===== config.mk =====
export PLATFORM = sky130hd
export DESIGN_NAME = interrupt_ctrl
export DESIGN_NICKNAME = d
export VERILOG_FILES = /design/src/rtl/interrupt_ctrl.sv
export SDC_FILE = /design/constraint.sdc
export NUM_CORES = 1
export LEC_CHECK = 0
export BUFFER_PORTS_ARGS = -buffer_cell sky130_fd_sc_hd__buf_2
export CORE_MARGIN = 4
export CORE_UTILIZATION = 39
export CTS_BUF_LIST = sky130_fd_sc_hd__clkbuf_8 sky130_fd_sc_hd__clkbuf_16
export CTS_CLUSTER_DIAMETER = 150
export DETAILED_ROUTE_END_ITERATION = 10
export PLACE_DENSITY = 0.83
export SYNTH_ARGS = -nofsm -noshare
export SYNTH_HDL_FRONTEND = slang
export SYNTH_SLANG_ARGS = --single-unit

===== constraint.sdc =====
create_clock -name clk -period 1.6 [get_ports clk]
set_input_delay 0.4 -clock clk [delete_from_list [all_inputs] [get_ports clk]]
set_output_delay 0.4 -clock clk [all_outputs]
set_load 0.01 [all_outputs]

===== src/rtl/interrupt_ctrl.sv =====
// Interrupt controller: synchronises two external request lines, detects rising
// edges, latches pending requests and sequences a fixed-priority interrupt entry
// (one return-PC push plus vector select) followed by in-service tracking until RETI.
module interrupt_ctrl #(
  parameter int            AW   = 10,
  parameter logic [AW-1:0] VEC1 = AW'(512),
  parameter logic [AW-1:0] VEC2 = AW'(768)
) (
  input  logic          clk,
  input  logic          reset,
  input  logic          irq1,
  input  logic          irq2,
  input  logic          int_en,
  input  logic [1:0]    mask,
  input  logic          reti,
  input  logic [AW-1:0] pc_ret,
  output logic          take_int,
  output logic [AW-1:0] vector,
  output logic          push_req,
  output logic [AW-1:0] push_data,
  output logic          in_service,
  output logic [1:0]    active_src,
  output logic [1:0]    pending,
  output logic          spurious_reti
);

  typedef enum logic [1:0] {
    IDLE    = 2'd0,
    ENTER   = 2'd1,
    SERVICE = 2'd2
  } state_t;

  // Bit 0 is IRQ1, bit 1 is IRQ2 throughout.
  logic [1:0] irq_in;
  logic [1:0] s1_q, s1_d;
  logic [1:0] s2_q, s2_d;
  logic [1:0] dly_q, dly_d;
  logic [1:0] pending_q, pending_d;
  logic [1:0] active_q, active_d;
  logic       spur_q, spur_d;
  state_t     state_q, state_d;

  logic [1:0] irq_edge;
  logic [1:0] eligible;
  logic [1:0] clr;
  logic       in_enter;

  assign irq_in   = {irq2, irq1};
  assign irq_edge = s2_q & ~dly_q;
  assign eligible = pending_q & ~mask & {2{int_en}};

  // Next-state logic: synchroniser shift, pending set/clear, arbitration and FSM.
  always_comb begin
    s1_d     = irq_in;
    s2_d     = s1_q;
    dly_d    = s2_q;
    state_d  = state_q;
    active_d = active_q;
    clr      = 2'b00;
    // RETI outside SERVICE is an error the CPU should never produce; remember it.
    spur_d   = spur_q | (reti & (state_q != SERVICE));

    case (state_q)
      IDLE: begin
        if (|eligible) begin
          state_d  = ENTER;
          // Fixed priority: IRQ1 beats IRQ2.
          active_d = eligible[0] ? 2'b01 : 2'b10;
        end
      end
      ENTER: begin
        state_d = SERVICE;
        clr     = active_q;
      end
      SERVICE: begin
        // No nesting: new edges only accumulate in pending until RETI.
        if (reti) begin
          state_d  = IDLE;
          active_d = 2'b00;
        end
      end
      default: begin
        state_d  = IDLE;
        active_d = 2'b00;
      end
    endcase

    // A fresh edge coinciding with the clear keeps the request alive.
    pending_d = (pending_q & ~clr) | irq_edge;
  end

  // All state flops, cleared asynchronously by reset.
  always_ff @(posedge clk or posedge reset) begin
    if (reset) begin
      s1_q      <= 2'b00;
      s2_q      <= 2'b00;
      dly_q     <= 2'b00;
      pending_q <= 2'b00;
      active_q  <= 2'b00;
      spur_q    <= 1'b0;
      state_q   <= IDLE;
    end else begin
      s1_q      <= s1_d;
      s2_q      <= s2_d;
      dly_q     <= dly_d;
      pending_q <= pending_d;
      active_q  <= active_d;
      spur_q    <= spur_d;
      state_q   <= state_d;
    end
  end

  // Outputs decoded from registered state; the push/vector pulse lasts exactly the ENTER cycle.
  always_comb begin
    in_enter      = (state_q == ENTER);
    take_int      = in_enter;
    push_req      = in_enter;
    vector        = in_enter ? (active_q[0] ? VEC1 : VEC2) : '0;
    push_data     = in_enter ? pc_ret : '0;
    in_service    = (state_q != IDLE);
    active_src    = active_q;
    pending       = pending_q;
    spurious_reti = spur_q;
  end

endmodule


==> impl_metrics.ini, run 1 <==
[die]
die_h_um = 48.7
num_rows = 14
dieArea_um2 = 2370
core_area_um2 = 1540
io_pins = 46
die-width_um = 48.7
initial_core_util = 0.419

[drt]
routed.top_layer = met4
vias = 539
drt-vias-per-instance = 4.69
drt_wl_total_mm = 1.33
wl_met1_um = 533
wl_per_cell_um = 11.6
initialDrtViolationCount = 5
wl_met2_um = 541
drtPass1Iterations = 4
wl_met3_um = 232
drc_errors = 0
antenna_left = 0

[power_and_ir_drop]
powerDensity_nw_per_um2 = 1530
peakVddDrop_v = 0.000682
leakage_nw = 0.493

[worst_setup_path]
critPathRequiredTime_ps = 1200
arrival_ps = 1130
cpPeakStageDelay_ps = 370
r2r.worst_path.cells = 4
path_cells = nand2b_4 > inv_8 > and2_1 > buf_2
r2r-start = state_q[1]
endpoint_kind = output port
worstSetupStartpointType = flip-flop
slowest_stage = dfrtp_1
r2r_end = active_src[0]
reg2reg_slack_ps = 500
path_class = reg -> out
crit_fanout = 16

[synthesis]
synth_top_family_by_area = simple AND/OR/NAND/NOR gates
synth-xor-area-share = 0
synthAdderAreaFrac = 0
ys.flop_type = dfrtp_1
syn_avg_cell_area_um2 = 10.6
netlist_area_um2 = 646
ys.warnings.count = 0
synth-seq-cells = 13
synth_compound_area_frac = 0.107
ys_types = 22
yosys.area_share.simple = 0.231
synth_mux_area_frac = 0
synthCells = 61
yosysSeqAreaShare = 0.504
synth_edf_count = 0
async_flop_share = 1.00

[global_route]
grt_pass1_vias = 440
grt_pass1_wl_mm = 2.05
grt_max_degree = 17
antenna_found_initial = 0
grt_usage = 0.108
gr-total-overflow = 0

[clock_network]
numCtsBuffers = 3
cts_tree = done
htree_levels = 1
cts.clk_slew.worst_paths_ps = 50
root_buffer = clkbuf_8
numClockSinks = 13
cts_buffer_depth = 2
clk-insertion-delay-late_ps = 240

[final_layout]
final_cell_area_um2 = 858
layout_common_cells = buf_2, dfrtp_1, and2_1
fin_nets = 118
drive_gt1_frac = 0.485
layout_commonest_cell = buf_2
fin_util = 0.557
area_delta_synth_final_pct = 32.9
n_antenna_cell = 0

[run_status]
status = complete, no violations

[sta]
setup_violations = 0
fmax_ghz = 0.654
min_period_over_period = 0.955
rsz0062_at_grt = false
finalClockSkew_ps = 1.87
finalMaxSlewViolations = 0
fin_setup_tns_ps = 0
hold_viol = 0
finalCriticalPeriod_ps = 1530
timing.hold.ws_ps = 161

[place]
place_area_um2 = 797
dp_hpwl_mm = 1.10
gp_congestion = 0.740
io_buffer_count = 37

[worst_hold_path]
hold_class = in -> async

[job]
maxCapViolCount = 0
==> state kept, by name, indices dropped and copies added, names as in the netlist <==
register	count
pending	2
s1_q	2
active_src	2
state_q	2
dly_d	2
dly_q	2
spurious_reti	1
==> worst max path at each step <==
stage | startpoint | endpoint | cells after the start
after floorplan | state_q[1] | push_data[0] | 4
after global placement | state_q[1] | push_data[7] | 4
after detailed placement | state_q[1] | push_data[9] | 4
after CTS | state_q[1] | push_data[9] | 4
after global routing | state_q[1] | push_data[0] | 4
final | state_q[1] | push_data[9] | 4
==> critical path, delay by kind of cell, from the launching register on <==
| kind | cells | cell delay (ps) |
|---|---|---|
| flops | 1 | 370 |
| simple gates | 2 | 300 |
| buf+inv | 2 | 220 |
==> power breakdown <==
group / internal [mW] / total, mW / switching [mW]
Clock: 0.172 / 0.283 / 0.111
Combinational: 0.260 / 0.557 / 0.297
Sequential: 0.404 / 0.470 / 0.0666
Total: 0.835 / 1.31 / 0.474
==> cells in the mapped netlist, drive strengths merged (2+ instances only) <==
library cell,instances,area share
and2,10,0.097
nand3b,2,0.023
nand2,2,0.012
a22o,2,0.027
nor2,3,0.017
buf,11,0.12
o21ai,2,0.021
nand2b,3,0.041
inv,5,0.029
dfrtp,13,0.50
==> metal layers <==
layer | vias to the layer above | GRT usage
met5 | - | 0
met4 | 0 | 0.0673
met3 | 4 | 0.0552
met2 | 46 | 0.159
met1 | 234 | 0.124
li1 | 255 | -
==> kinds of logic after synthesis <==
kind of cell	count (synthesis)
other cells	1
simple gates	23
flops	13
buf+inv	16
compound gates	8
==> per-stage QoR <==
| step | setup slack [ps] | cells | power, mW |
|---|---|---|---|
| 6_report | 71.7 | 115 | 1.31 |
| 3_3_place_gp | 239 | 110 | 0.996 |
| 2_1_floorplan | 212 | 68 | 0.841 |
| 4_1_cts | 44.7 | 115 | 1.32 |
| 3_5_place_dp | 185 | 110 | 1.01 |
| 5_1_grt | 2.40 | 115 | 1.41 |
==> timing repair <==
action                     in CTS  in global routing
setup endpoints to repair      10                  5
hold buffers                    0                  0
resized for setup               2                  1
pin swaps                       0                  0
buffers inserted                1                  0
==> cell type report <==
type | instances | area [µm²]
Clock inverter | 1 | 5.00
Tap cell | 16 | 20.0
Clock buffer | 3 | 41.3
Sequential cell | 13 | 325
Multi-Input combinational cell | 39 | 248
Fill cell | 145 | 683
Timing Repair Buffer | 38 | 193
Inverter | 5 | 26.3
Note: power is estimated with default switching activity, not from simulation.
==> inputs of run 2 (changes only) <==
Settings changed: MAX_ROUTING_LAYER from default to met4.
==> run 2 against run 1 <==
  * Sequential cell count is the same
  * Die area unchanged
  * Largest cell class unchanged
  * Utilization is the same
==> impl_metrics.ini, run 2 (synthesis results as in run 1) <==
[final_layout]
area_delta_synth_final_pct = 32.9
layout_common_cells = buf_2, dfrtp_1, and2_1
fin_nets = 118
nFillCells = 145
drive_gt1_frac = 0.485
n_antenna_cell = 0
layout.cells.non_filler = 115
layout_commonest_cell = buf_2

[run_status]
status = complete, no violations

[global_route]
grt_usage = 0.111
grt_pass1_wl_mm = 2.05
gr-total-overflow = 0
antenna_found_initial = 0
grt_pass1_vias = 440
grt_max_degree = 17

[clock_network]
numCtsBuffers = 3
postCtsHoldBufs = 0
cts_buffer_depth = 2
root_buffer = clkbuf_8
cts_tree = done
cts.clk_slew.worst_paths_ps = 50
numClockSinks = 13
clk-insertion-delay-late_ps = 240
htree_levels = 1

[power_and_ir_drop]
peakVddDrop_v = 0.000683
powerDensity_nw_per_um2 = 1530
leakage_nw = 0.493

[drt]
vias = 539
drc_errors = 0
wl_per_cell_um = 11.6
drtPass1Iterations = 4
antenna_left = 0
drt-vias-per-instance = 4.69
initialDrtViolationCount = 5
drt_wl_total_mm = 1.33

[die]
core_area_um2 = 1540
die_h_um = 48.7
io_pins = 46
die-width_um = 48.7
num_rows = 14
initial_core_util = 0.419
dieArea_um2 = 2370

[worst_hold_path]
hold_class = in -> async

[worst_setup_path]
critPathRequiredTime_ps = 1200
endpoint = push_data[9]
worstSetupStartpointType = flip-flop
endpoint_kind = output port
arrival_ps = 1130
r2r.worst_path.cells = 4
timing.critical_path.from = state_q[1]
r2r-start = state_q[1]
r2r_end = active_src[0]
crit_fanout = 16
path_class = reg -> out
reg2reg_slack_ps = 500

[sta]
setup_violations = 0
rsz0062_at_grt = false
min_period_over_period = 0.955
hold_viol = 0
fin_setup_tns_ps = 0
finalClockSkew_ps = 1.87
finalMaxSlewViolations = 0
timing.hold.ws_ps = 161
fmax_ghz = 0.654
finalCriticalPeriod_ps = 1530

[job]
maxCapViolCount = 0

[place]
gp_congestion = 0.749
io_buffer_count = 37
dp.cells = 110
dp_hpwl_mm = 1.10
[run 2: cell counts in the layout (fill, tap and decap cells not counted)]
No cell type changed its count.
[run 2: final cells by class]
class	count	area, µm²	area share
Clock inverter	1	5.00	0.00583
Timing Repair Buffer	38	193	0.224
Sequential cell	13	325	0.379
Multi-Input combinational cell	39	248	0.289
Inverter	5	26.3	0.0306
Tap cell	16	20.0	0.0233
Clock buffer	3	41.3	0.0481
[run 2: critical path, cell delays in order (launching register included)]
cell      delay [ps]
dfrtp_1          370
nand2b_4         180
inv_8             90
and2_1           120
buf_2            130
[run 2: how the worst min path moves through the flow]
stage                                to  slack [ps]
final                     spurious_reti         160
after global routing      active_src[1]         210
after CTS                 spurious_reti         180
after detailed placement       dly_d[0]         350
after global placement         dly_d[1]         330
after floorplan           active_src[0]         280
[run 2: metal layers]
layer / global-route usage / up-vias / share of wire
li1: - / 255 / -
met1: 0.127 / 234 / 0.41
met2: 0.159 / 46 / 0.40
met3: 0.0491 / 4 / 0.17
met4: 0.0673 / 0 / 0.019
met5: - / - / 0
[run 2: per-stage QoR]
step / instance area [µm²] / utilization / setup WS, ps / total power, mW
2_1_floorplan: 672 / - / 212 / 0.841
3_3_place_gp: 797 / 0.517 / 239 / 0.996
3_5_place_dp: 797 / 0.517 / 185 / 1.01
4_1_cts: 856 / 0.555 / 44.7 / 1.32
5_1_grt: 858 / 0.557 / 2.40 / 1.40
6_report: 858 / 0.557 / 71.6 / 1.31
[run 2: timing repair]
| action | 4_1_cts | 5_1_grt |
|---|---|---|
| setup endpoints to repair | 10 | 5 |
| gates resized for setup | 2 | 1 |
| cloned | 0 | 0 |
| setup buffers | 1 | 0 |
[run 2: report_power, final]
| group | total, mW | leakage, nW | internal, mW | switching, mW |
|---|---|---|---|---|
| Combinational | 0.558 | 0.319 | 0.260 | 0.298 |
| Sequential | 0.470 | 0.149 | 0.404 | 0.0666 |
| Clock | 0.283 | 0.0255 | 0.172 | 0.111 |
